`src/rtl/ppu_bg_fetch_sequencer.sv`:
```
// PPU background fetch sequencer: eight-dot NT/AT/PT-lo/PT-hi fetch cycle.
// Ports: i_clk/i_reset/i_ce, i_fetch_enable, i_v, i_bg_table, i_data in;
//   o_address/o_rd, o_nt/o_at/o_pt_lo/o_pt_hi, o_tile_valid, o_inc_coarse_x,
//   o_tile_count out. PPU_BG_FETCH_TILE_COUNT_EN enables the tile counter.
module ppu_bg_fetch_sequencer #(
  parameter logic [13:0] NT_BASE = 14'h2000
) (
  input  logic        i_clk,
  input  logic        i_reset,
  input  logic        i_ce,
  input  logic        i_fetch_enable,
  input  logic [14:0] i_v,
  input  logic        i_bg_table,
  input  logic [7:0]  i_data,
  output logic [13:0] o_address,
  output logic        o_rd,
  output logic [7:0]  o_nt,
  output logic [1:0]  o_at,
  output logic [7:0]  o_pt_lo,
  output logic [7:0]  o_pt_hi,
  output logic        o_tile_valid,
  output logic        o_inc_coarse_x,
  output logic [15:0] o_tile_count
);

  typedef enum logic [2:0] {
    PH_NT0, PH_NT1,
    PH_AT0, PH_AT1,
    PH_LO0, PH_LO1,
    PH_HI0, PH_HI1
  } phase_t;

  phase_t phase_q;
  phase_t phase_d;

  logic        advance;
  logic        tile_done;
  logic [13:0] pt_addr;
  logic [7:0]  at_shifted;

  assign advance   = i_ce & i_fetch_enable;
  assign tile_done = advance && (phase_q == PH_HI1);

  // Quadrant select: v[6] picks top/bottom, v[1] picks left/right.
  assign at_shifted = i_data >> {i_v[6], i_v[1], 1'b0};

  // Uses the latched NT byte; the hi plane adds 8 below.
  assign pt_addr = {1'b0, i_bg_table, o_nt, 1'b0, i_v[14:12]};

  always_ff @(posedge i_clk) begin
    if (i_reset) phase_q <= PH_NT0;
    else         phase_q <= phase_d;
  end

  always_comb begin
    phase_d = phase_q;
    if (i_ce) begin
      if (!i_fetch_enable) begin
        phase_d = PH_NT0;
      end else begin
        unique case (phase_q)
          PH_NT0: phase_d = PH_NT1;
          PH_NT1: phase_d = PH_AT0;
          PH_AT0: phase_d = PH_AT1;
          PH_AT1: phase_d = PH_LO0;
          PH_LO0: phase_d = PH_LO1;
          PH_LO1: phase_d = PH_HI0;
          PH_HI0: phase_d = PH_HI1;
          PH_HI1: phase_d = PH_NT0;
        endcase
      end
    end
  end

  always_comb begin
    o_address = NT_BASE | {2'b00, i_v[11:0]};
    unique case (phase_q)
      PH_NT0, PH_NT1: o_address = NT_BASE | {2'b00, i_v[11:0]};
      PH_AT0, PH_AT1: o_address = 14'h23C0
                                | {2'b00, i_v[11:10], 4'b0000,
                                   i_v[9:7], 3'b000}
                                | {11'd0, i_v[4:2]};
      PH_LO0, PH_LO1: o_address = pt_addr;
      PH_HI0, PH_HI1: o_address = pt_addr | 14'h0008;
    endcase
  end

  assign o_rd = i_fetch_enable & ~phase_q[0];

  always_ff @(posedge i_clk) begin
    if (i_reset) begin
      o_nt           <= 8'h00;
      o_at           <= 2'b00;
      o_pt_lo        <= 8'h00;
      o_pt_hi        <= 8'h00;
      o_tile_valid   <= 1'b0;
      o_inc_coarse_x <= 1'b0;
    end else begin
      o_tile_valid   <= tile_done;
      o_inc_coarse_x <= tile_done;
      if (advance) begin
        unique case (phase_q)
          PH_NT1:  o_nt    <= i_data;
          PH_AT1:  o_at    <= at_shifted[1:0];
          PH_LO1:  o_pt_lo <= i_data;
          PH_HI1:  o_pt_hi <= i_data;
          default: ;
        endcase
      end
    end
  end

`ifdef PPU_BG_FETCH_TILE_COUNT_EN
  logic [15:0] tile_count_q;

  always_ff @(posedge i_clk) begin
    if (i_reset)        tile_count_q <= 16'h0000;
    else if (tile_done) tile_count_q <= tile_count_q + 16'h0001;
  end

  assign o_tile_count = tile_count_q;
`else
  assign o_tile_count = 16'h0000;
`endif

endmodule

```
`config.mk`:
```
export PLATFORM = sky130hd
export DESIGN_NAME = ppu_bg_fetch_sequencer
export DESIGN_NICKNAME = d
export VERILOG_FILES = /design/src/rtl/ppu_bg_fetch_sequencer.sv
export SDC_FILE = /design/constraint.sdc
export NUM_CORES = 1
export LEC_CHECK = 0
export BUFFER_PORTS_ARGS = -buffer_cell sky130_fd_sc_hd__buf_2
export CAP_MARGIN = 20
export CORE_MARGIN = 2
export CORE_UTILIZATION = 45
export CTS_CLUSTER_SIZE = 16
export DETAILED_ROUTE_END_ITERATION = 16
export PLACE_DENSITY = 0.91
export SLEW_MARGIN = 20
export SYNTH_ARGS = -nofsm -noshare
export SYNTH_HDL_FRONTEND = slang
export SYNTH_SLANG_ARGS = --single-unit
```
`constraint.sdc`:
```
create_clock -name i_clk -period 1.55 [get_ports i_clk]
set_clock_uncertainty 0.15 [all_clocks]
set_input_delay 0.155 -clock i_clk [delete_from_list [all_inputs] [get_ports i_clk]]
set_output_delay 0.155 -clock i_clk [all_outputs]
set_load 0.005 [all_outputs]
```
==> run_results.csv, run 1 <==
group,metric,value,unit
outcome,status,"completed",
clock_tree,cts_buffer_depth,2,
setup_path,path_depth,4,
clock_tree,cts_tree,"yes",
setup_path,rr_worst_depth,3,
floorplan,fp-row-count,22,
clock_tree,cts_buffers,5,
route,top_layer_used,"met4",
logic_synthesis,yosysSeqAreaShare,39.9,%
global_route,grt_pass1_wl,6890,um
hold_path,worstHoldPathType,"input pin to flop",
setup_path,critPathArrivalTime,1.22,ns
sta,rsz0062_at_grt,"yes",
global_route,track_usage,21.6,%
sta,slew_viol_final,0,
route,dr_total_vias,1717,
final_layout,area_delta_synth_final,35.5,%
floorplan,die-area,0.00418,mm^2
place,dp_hpwl,2960,um
setup_path,critPathMaxFanout,7,
sta,period_share,98.6,%
route,vias_per_cell,5.27,
setup_path,cp.required,1.24,ns
place,dp_cells,310,
route,dr.pass1.iters,4,
setup_path,cp-start-kind,"flop",
setup_path,cp_num_buf_inv,2,
logic_synthesis,yosysTopAreaCell,"dfxtp_1",
sta,hold_ws,0.0115,ns
logic_synthesis,synthFlopType,"dfxtp_1",
power,p_leak,0.979,nW
setup_path,crit_start,"phase_q[1]$_SDFFE_PP0P_",
global_route,first_global_vias,1519,
place,place.gp.congestion,0.793,
setup_path,end_kind,"output pin",
global_route,grt.overflow.total,0,
route,ant_nets,0,
logic_synthesis,synth_cell_types,26,
clock_tree,cts-root-buf,"clkbuf_8",
route,wl_met1,1750,um
route,wl_per_cell,13.4,um
place,io_buffers,70,
setup_path,critical_path.top_delay_family,"flip-flops",
final_layout,drive_above_1_share,36.7,%
run,drv_cap,0,
final_layout,diodes,0,
floorplan,io_pins,87,
floorplan,start_util,45.9,%
hold_path,whs_path_depth,3,
setup_path,rr_endpoint,"o_pt_lo[0]$_SDFFE_PP0P_",
sta,finalWorstPathRequiredPeriod,1.53,ns
power,power.density,832,mW/mm^2
global_route,grt_max_degree,30,
clock_tree,clkLatencyLatePin,0.28,ns
setup_path,timing.rr.start,"phase_q[1]$_SDFFE_PP0P_",
sta,setup_violations,0,
logic_synthesis,syn-cell-area,0.00165,mm^2
clock_tree,path_clk_slew,0.07,ns
logic_synthesis,synth_top_area_share,39.9,%
route,met3_length,410,um
power,ir_worst_vdd,562,uV
final_layout,final_core_util,62.1,%
floorplan,die_w,64.6,um
setup_path,crit_end,"o_address[1]",
route,drc,0,
final_layout,final_cells,326,
logic_synthesis,synth_edf_count,0,
logic_synthesis,synthTopCellsByArea,"dfxtp_1 (40%), a21oi_1 (10%), o21ai_0 (10%), nand3_1 (8.8%), buf_4 (8.2%)",
logic_synthesis,yosysWarnings,0,
setup_path,worst-r2r-setup-slack,0.17,ns
floorplan,core,0.00361,mm^2
clock_tree,cts.htree.levels,2,
route,routed_wl,4370,um
setup_path,worstPathCellList,"buf_12, mux2i_2, o21ai_1, buf_2",
sta,finalHoldViolCount,0,
logic_synthesis,ys_ff_latch,33,
floorplan,dieHeight,64.6,um
setup_path,crit_path_max_incr_delay,0.41,ns
route,drt_iter0_markers,99,
logic_synthesis,yosys-top-cells-count,"a21oi_1 (33), dfxtp_1 (33), o21ai_0 (33)",
logic_synthesis,synthArstFlopShare,0,%
setup_path,path_class,"flop to output pin",
setup_path,slowest_stage,"dfxtp_4",
clock_tree,cts.sink_count,33,
final_layout,fin_nets,307,
global_route,antenna_found_initial,0,
route,wl_met2,2120,um
logic_synthesis,avgSynthCellArea,8.07,um^2
sta,fmaxAchievable,0.654,GHz
logic_synthesis,syn_inst,205,
-- worst min-delay path: stages --
cell     delay, ns
buf_2         0.13
nand3_1       0.07
a21oi_1       0.05
-- stage by stage --
stage	cell area, um^2	setup TNS, ns	total power, mW	worst slack, ns
after floorplan	1710	0	0.984	0.279
after detailed placement	1970	0	1.04	0.0818
after CTS	2190	0	1.87	0.00102
after global placement	1970	0	1.03	0.150
final	2240	0	1.86	0.0219
after global routing	2240	-0.147	1.94	-0.0392
-- cells in the final DEF (no fill, tap or decap) --
cell type	instances
clkbuf_16	1
buf_2	70
clkbuf_8	6
nand4_1	1
mux2i_1	4
mux4_2	2
nor2_2	1
buf_12	3
nand2b_1	3
o21ai_1	8
buf_4	9
dlygate4sd3_1	1
and4b_2	1
bufinv_16	1
nand3_1	29
o21ai_0	27
clkbuf_1	1
inv_2	1
a21oi_1	33
dfxtp_4	2
nand4b_1	1
and4_1	1
nor2b_1	1
mux2_4	2
nor2_1	4
nand2_1	9
inv_1	2
mux2i_2	2
nor3_1	1
and2_1	1
conb_1	16
dfxtp_1	31
bufbuf_16	1
ha_1	2
-- worst min path at each step --
stage / slack (ns) / endpoint / from
6_report: 0.01 / o_pt_lo[4]$_SDFFE_PP0P_ / i_data[4]
5_1_grt: 0.01 / o_nt[3]$_SDFFE_PP0P_ / i_data[3]
4_1_cts: 0.005 / o_pt_lo[7]$_SDFFE_PP0P_ / i_data[7]
3_5_place_dp: 0.31 / o_nt[6]$_SDFFE_PP0P_ / i_data[6]
3_3_place_gp: 0.30 / o_nt[7]$_SDFFE_PP0P_ / i_data[7]
2_1_floorplan: 0.1 / phase_q[2]$_SDFFE_PP0P_ / i_reset
-- cell families after synthesis --
family	Yosys count	share of synthesized area, %
DFF	33	39.9
and+or+nand+nor	53	16.2
other	1	0.227
adders and majority gates	2	1.51
muxes	10	7.72
AOI/OAI and AO/OA	68	20.6
buffers and inverters	38	13.8
-- sequential cells by signal, summed over array words and instances, names as in the netlist, named ones only --
name / flops
phase_q: 3
o_nt: 8
o_inc_coarse_x: 1
o_pt_hi: 8
o_at: 2
o_pt_lo: 8
-- final cells by class --
cell class / count / area (um^2)
Multi-Input combinational cell: 149 / 840
Clock inverter: 1 / 30.0
Tap cell: 48 / 60.1
Fill cell: 317 / 1370
Timing Repair Buffer: 85 / 546
Clock buffer: 7 / 86.3
Inverter: 3 / 11.3
Sequential cell: 33 / 668
-- where the power goes --
| part | switching (mW) | internal (mW) | total [mW] | leakage [nW] |
|---|---|---|---|---|
| combinational | 0.0903 | 0.0811 | 0.171 | 0.652 |
| sequential | 0.00699 | 0.854 | 0.861 | 0.268 |
| clock | 0.309 | 0.524 | 0.832 | 0.0585 |
-- what timing repair did --
action | 4_1_cts | 5_1_grt
pin swaps | 0 | 2
endpoints found under the hold margin | 1 | 0
resized for setup | 10 | 13
setup endpoints to repair | 8 | 32
cloned | 1 | 1
buffers inserted | 4 | 1
hold buffers | 1 | 0
-- layer usage --
metal / GRT usage (%) / vias to the layer above
met5: 0 / -
met4: 9.84 / 0
met3: 7.47 / 10
met2: 35.5 / 83
met1: 25.2 / 792
li1: - / 832
No activity file was read; power rests on OpenSTA's default activity.
==> run 2, diff against run 1 <==
CELL_PAD_IN_SITES_DETAIL_PLACEMENT = 2   (was unset)
CELL_PAD_IN_SITES_GLOBAL_PLACEMENT = 2   (was unset)
CORE_UTILIZATION = 23   (was 45)
PLACE_DENSITY = 0.88   (was 0.91)
==> run 2 against run 1 <==
Effect of this change: die area up 89%; global-route usage down 4.0 points; register-to-register slack worse by 0.10 ns.
==> run_results.csv, run 2 (same netlist as run 1, synthesis figures left out) <==
group,metric,value,unit
hold_path,worstHoldPathType,"input pin to flop",
clock_tree,cts_buffer_depth,2,
setup_path,cp_common_cell,"buf_6",
sta,hold_ws,0.0124,ns
clock_tree,cts_tree,"yes",
final_layout,mostFrequentLayoutCells,"buf_2 (68), a21oi_1 (33), dfxtp_1 (31)",
final_layout,drive_above_1_share,36.9,%
global_route,grt_max_degree,29,
floorplan,die-area,0.00789,mm^2
final_layout,fill_cells,805,
setup_path,critPathArrivalTime,1.23,ns
setup_path,cp-start-kind,"flop",
setup_path,cp_num_buf_inv,2,
route,vias_per_cell,4.83,
outcome,status,"completed",
floorplan,core,0.00687,mm^2
floorplan,dieHeight,88.8,um
route,drt_iter0_markers,90,
final_layout,fin_nets,311,
sta,finalWorstPathRequiredPeriod,1.54,ns
route,routed_wl,6890,um
setup_path,crit_path_max_incr_delay,0.39,ns
floorplan,io_pins,87,
sta,slew_viol_final,0,
route,dr_total_vias,1827,
setup_path,end_kind,"output pin",
setup_path,critPathMaxFanout,4,
setup_path,slowest_stage,"dfxtp_4",
final_layout,final_common_cell,"buf_2",
global_route,track_usage,17.6,%
floorplan,die_w,88.8,um
setup_path,critical_path.top_delay_family,"flip-flops",
final_layout,post-route-cell-area,0.00233,mm^2
global_route,first_global_vias,1964,
place,io_buffers,70,
floorplan,fp-row-count,30,
sta,rsz0062_at_grt,"yes",
sta,finalHoldViolCount,0,
run,drv_cap,0,
route,dr.pass1.iters,4,
power,power.density,816,mW/mm^2
place,place.gp.congestion,0.745,
global_route,antenna_found_initial,0,
clock_tree,cts_buffers,5,
route,wl_per_cell,18.2,um
power,p_leak,1.01,nW
place,dp_hpwl,4470,um
floorplan,start_util,24.1,%
final_layout,area_delta_synth_final,40.6,%
sta,fmaxAchievable,0.651,GHz
place,pre_cts_ws,0.110,ns
clock_tree,cts.htree.levels,2,
final_layout,largestRegisters,"o_nt (8), o_pt_hi (8), o_pt_lo (8)",
sta,worst_slack,0.0136,ns
setup_path,worstPathCellList,"buf_6, mux2_4, buf_6",
final_layout,multi_input_area,833,um^2
sta,tns,0,ns
clock_tree,cts-root-buf,"clkbuf_8",
route,ant_nets,0,
clock_tree,cts.sink_count,33,
global_route,grt_pass1_wl,10300,um
final_layout,regArea,668,um^2
final_layout,diodes,0,
global_route,grt.overflow.total,0,
power,ir_worst_vdd,282,uV
route,drc,0,
setup_path,path_class,"flop to output pin",
sta,setup_violations,0,
power,finalPower,1.90,mW
clock_tree,clkLatencyLatePin,0.29,ns
place,dpl_cell_area,0.00206,mm^2
sta,period_share,99.1,%
setup_path,cp.required,1.24,ns
clock_tree,path_clk_slew,0.07,ns
[run 2: cell types whose count changed in the layout (fill, tap and decap cells not counted), sizes merged]
cell and delta:
buf +5, clkbuf -1
[run 2: metrics by stage]
stage	std cells	util, %
final	378	33.9
after global routing	378	33.9
after CTS	377	33.5
after detailed placement	361	30.0
after global placement	361	30.0
after floorplan	220	-
[run 2: repair_timing]
action / 4_1_cts / 5_1_grt
resized for setup: 11 / 13
endpoints found under the setup margin: 12 / 16
hold endpoints to repair: 2 / 0
hold buffers: 1 / 0
cloned: 1 / 0
buffers inserted: 6 / 1
[run 2: worst reg2reg max path, cell delays in order, from the launching register on]
cell     delay (ns)
dfxtp_4        0.37
buf_12         0.13
buf_4          0.12
buf_4          0.13
buf_4          0.15
o21ai_0        0.20
a21oi_1        0.10
[run 2: report_power, final]
group          internal [mW]  leakage (nW)  switching, mW
sequential             0.853         0.268        0.00738
clock                  0.524        0.0585          0.324
combinational         0.0811         0.681          0.108
total                   1.46          1.01          0.440
[run 2: layer usage]
| metal | up-vias | part of all wire [%] | GRT usage, % | wire length, um |
|---|---|---|---|---|
| met5 | - | 0 | 0 | 0 |
| met4 | 0 | 2.2 | 5.92 | 154 |
| met3 | 13 | 6.5 | 4.66 | 446 |
| met2 | 76 | 54 | 32.6 | 3690 |
| met1 | 898 | 38 | 19.3 | 2600 |
| li1 | 840 | - | - | - |
[run 2: path summary, 6_finish.rpt]
path	startpoint	endpoint	slack, ns	cells after the start
worst max-delay path	phase_q[2]$_SDFFE_PP0P_	o_address[10]	0.01	3
worst min-delay path	i_data[5]	o_nt[5]$_SDFFE_PP0P_	0.01	3
worst max register to register	phase_q[2]$_SDFFE_PP0P_	o_nt[4]$_SDFFE_PP0P_	0.07	6
worst min register to register	o_pt_lo[5]$_SDFFE_PP0P_	o_pt_lo[5]$_SDFFE_PP0P_	0.33	2
[run 2: cell type report]
cell class | count | area share [%]
well taps | 96 | 5.16
repair buffers | 89 | 24.7
flip-flops and latches | 33 | 28.7
inverters | 3 | 0.592
multi-input cells | 149 | 35.8
clock buffers | 7 | 3.71
clock inverters | 1 | 1.29
==> run 3, diff against run 2 <==
BUFFER_PORTS_ARGS = unset   (was -buffer_cell sky130_fd_sc_hd__buf_2)
CORE_UTILIZATION = 32   (was 23)
DONT_BUFFER_PORTS = 1   (was unset)
PLACE_DENSITY = 0.87   (was 0.88)
==> run 3 against run 2 <==
Effect of this change: hold slack gained 0.026 ns; setup slack gained 0.012 ns; largest power group unchanged; power decreased by 9.3%; flip-flop and latch count unchanged; register-to-register slack better by 0.09 ns; count of clock-buffer cells in the layout unchanged; combinational power fell by 32%; via count down 16%; cell count is 25% lower; core utilization is 4.4 points higher; global-route usage rose by 1.9 points.
==> run_results.csv, run 3 (same netlist as run 1, synthesis figures left out) <==
group,metric,value,unit
outcome,status,"completed",
power,power.density,892,mW/mm^2
final_layout,area_delta_synth_final,16.7,%
global_route,grt.overflow.total,0,
sta,finalHoldViolCount,0,
place,place.gp.congestion,0.706,
floorplan,fp-row-count,26,
power,p_leak,0.657,nW
power,ir_worst_vdd,346,uV
route,dr_total_vias,1532,
setup_path,worstPathCellList,"dlygate4sd3_1, buf_12, a21oi_1, dlygate4sd3_1",
setup_path,slowest_stage,"dlygate4sd3_1",
place,dp_hpwl,3560,um
clock_tree,clkLatencyLatePin,0.29,ns
setup_path,critPathMaxFanout,31,
setup_path,cp_common_cell,"dlygate4sd3_1",
run,drv_cap,0,
clock_tree,path_clk_slew,0.07,ns
floorplan,io_pins,87,
final_layout,mostFrequentLayoutCells,"a21oi_1 (32), dfxtp_1 (31), o21ai_0 (29), nand3_1 (29), conb_1 (16)",
final_layout,drive_above_1_share,11.6,%
global_route,antenna_found_initial,0,
route,routed_wl,5530,um
place,dp_cells,264,
route,wl_per_cell,19.4,um
setup_path,crit_path_max_incr_delay,0.58,ns
global_route,grt_pass1_wl,8080,um
global_route,track_usage,19.5,%
route,ant_nets,0,
place,io_buffers,0,
global_route,first_global_vias,1612,
sta,finalWorstPathRequiredPeriod,1.52,ns
final_layout,regArea,666,um^2
clock_tree,cts_buffers,5,
final_layout,final_cells,285,
sta,fmaxAchievable,0.656,GHz
floorplan,start_util,32.8,%
setup_path,critPathArrivalTime,1.55,ns
setup_path,cp.required,1.57,ns
final_layout,multi_input_area,825,um^2
route,vias_per_cell,5.38,
setup_path,path_class,"input pin to flop",
floorplan,dieHeight,75.9,um
global_route,grt_max_degree,32,
clock_tree,cts-root-buf,"clkbuf_8",
route,dr.pass1.iters,4,
route,drc,0,
setup_path,critical_path.top_delay_family,"buffers and inverters",
floorplan,core,0.00504,mm^2
final_layout,diodes,0,
sta,period_share,98.4,%
setup_path,cp-start-kind,"input pin",
floorplan,die-area,0.00576,mm^2
final_layout,fill_cells,585,
clock_tree,cts.sink_count,33,
sta,setup_violations,0,
clock_tree,cts_tree,"yes",
final_layout,fin_nets,244,
final_layout,largestRegisters,"o_nt (8), o_pt_hi (8), o_pt_lo (8)",
hold_path,worstHoldPathType,"input pin to flop",
sta,tns,0,ns
floorplan,die_w,75.9,um
sta,slew_viol_final,0,
route,drt_iter0_markers,80,
final_layout,final_common_cell,"a21oi_1",
clock_tree,cts_buffer_depth,2,
setup_path,end_kind,"flop",
clock_tree,cts.htree.levels,2,
setup_path,cp_num_buf_inv,3,
## run 3: final cells by class
class / count / area share (%)
sequential: 33 / 34.5
inverter: 3 / 0.583
multi-input combinational: 149 / 42.7
timing repair buffer: 22 / 12.4
clock buffer: 7 / 4.99
tap: 70 / 4.54
clock inverter: 1 / 0.259
## run 3: layer usage
layer	vias to the layer above	share of wire [%]	global-route usage, %
li1	704	-	-
met2	64	49	33.1
met5	-	0	0
met3	4	12	9.79
met4	0	0.65	5.85
met1	760	38	21.2
## run 3: final timing paths
path / startpoint / end / slack (ns) / cells past startpoint
worst max-delay path: i_reset / phase_q[1]$_SDFFE_PP0P_ / 0.03 / 4
worst min-delay path: i_reset / flop / 0.04 / 2
worst max register to register: phase_q[1]$_SDFFE_PP0P_ / o_nt[6]$_SDFFE_PP0P_ / 0.16 / 4
worst min register to register: o_pt_lo[7]$_SDFFE_PP0P_ / o_pt_lo[7]$_SDFFE_PP0P_ / 0.36 / 2
## run 3: what timing repair did
item / 4_1_cts / 5_1_grt
gates cloned: 0 / 0
hold buffers: 13 / 0
endpoints found under the hold margin: 32 / 0
gates resized for setup: 4 / 6
endpoints found under the setup margin: 4 / 10
buffers inserted: 0 / 0
## run 3: through the flow
stage | hold WS (ns) | area (um^2) | setup WS [ns] | power, mW | utilization, %
4_1_cts | 0.0326 | 1920 | 0.0314 | 1.74 | 38.1
2_1_floorplan | 0.0974 | 1710 | 0.279 | 0.984 | -
3_3_place_gp | 0.0798 | 1670 | 0.271 | 0.951 | 33.2
5_1_grt | 0.0404 | 1930 | -0.00653 | 1.79 | 38.3
6_report | 0.0388 | 1930 | 0.0252 | 1.72 | 38.3
3_5_place_dp | 0.0808 | 1670 | 0.204 | 0.955 | 33.2
## run 3: power breakdown
part           total, mW  internal (mW)  switching, mW
logic              0.129         0.0571         0.0720
registers          0.861          0.855        0.00665
clock network      0.732          0.401          0.330
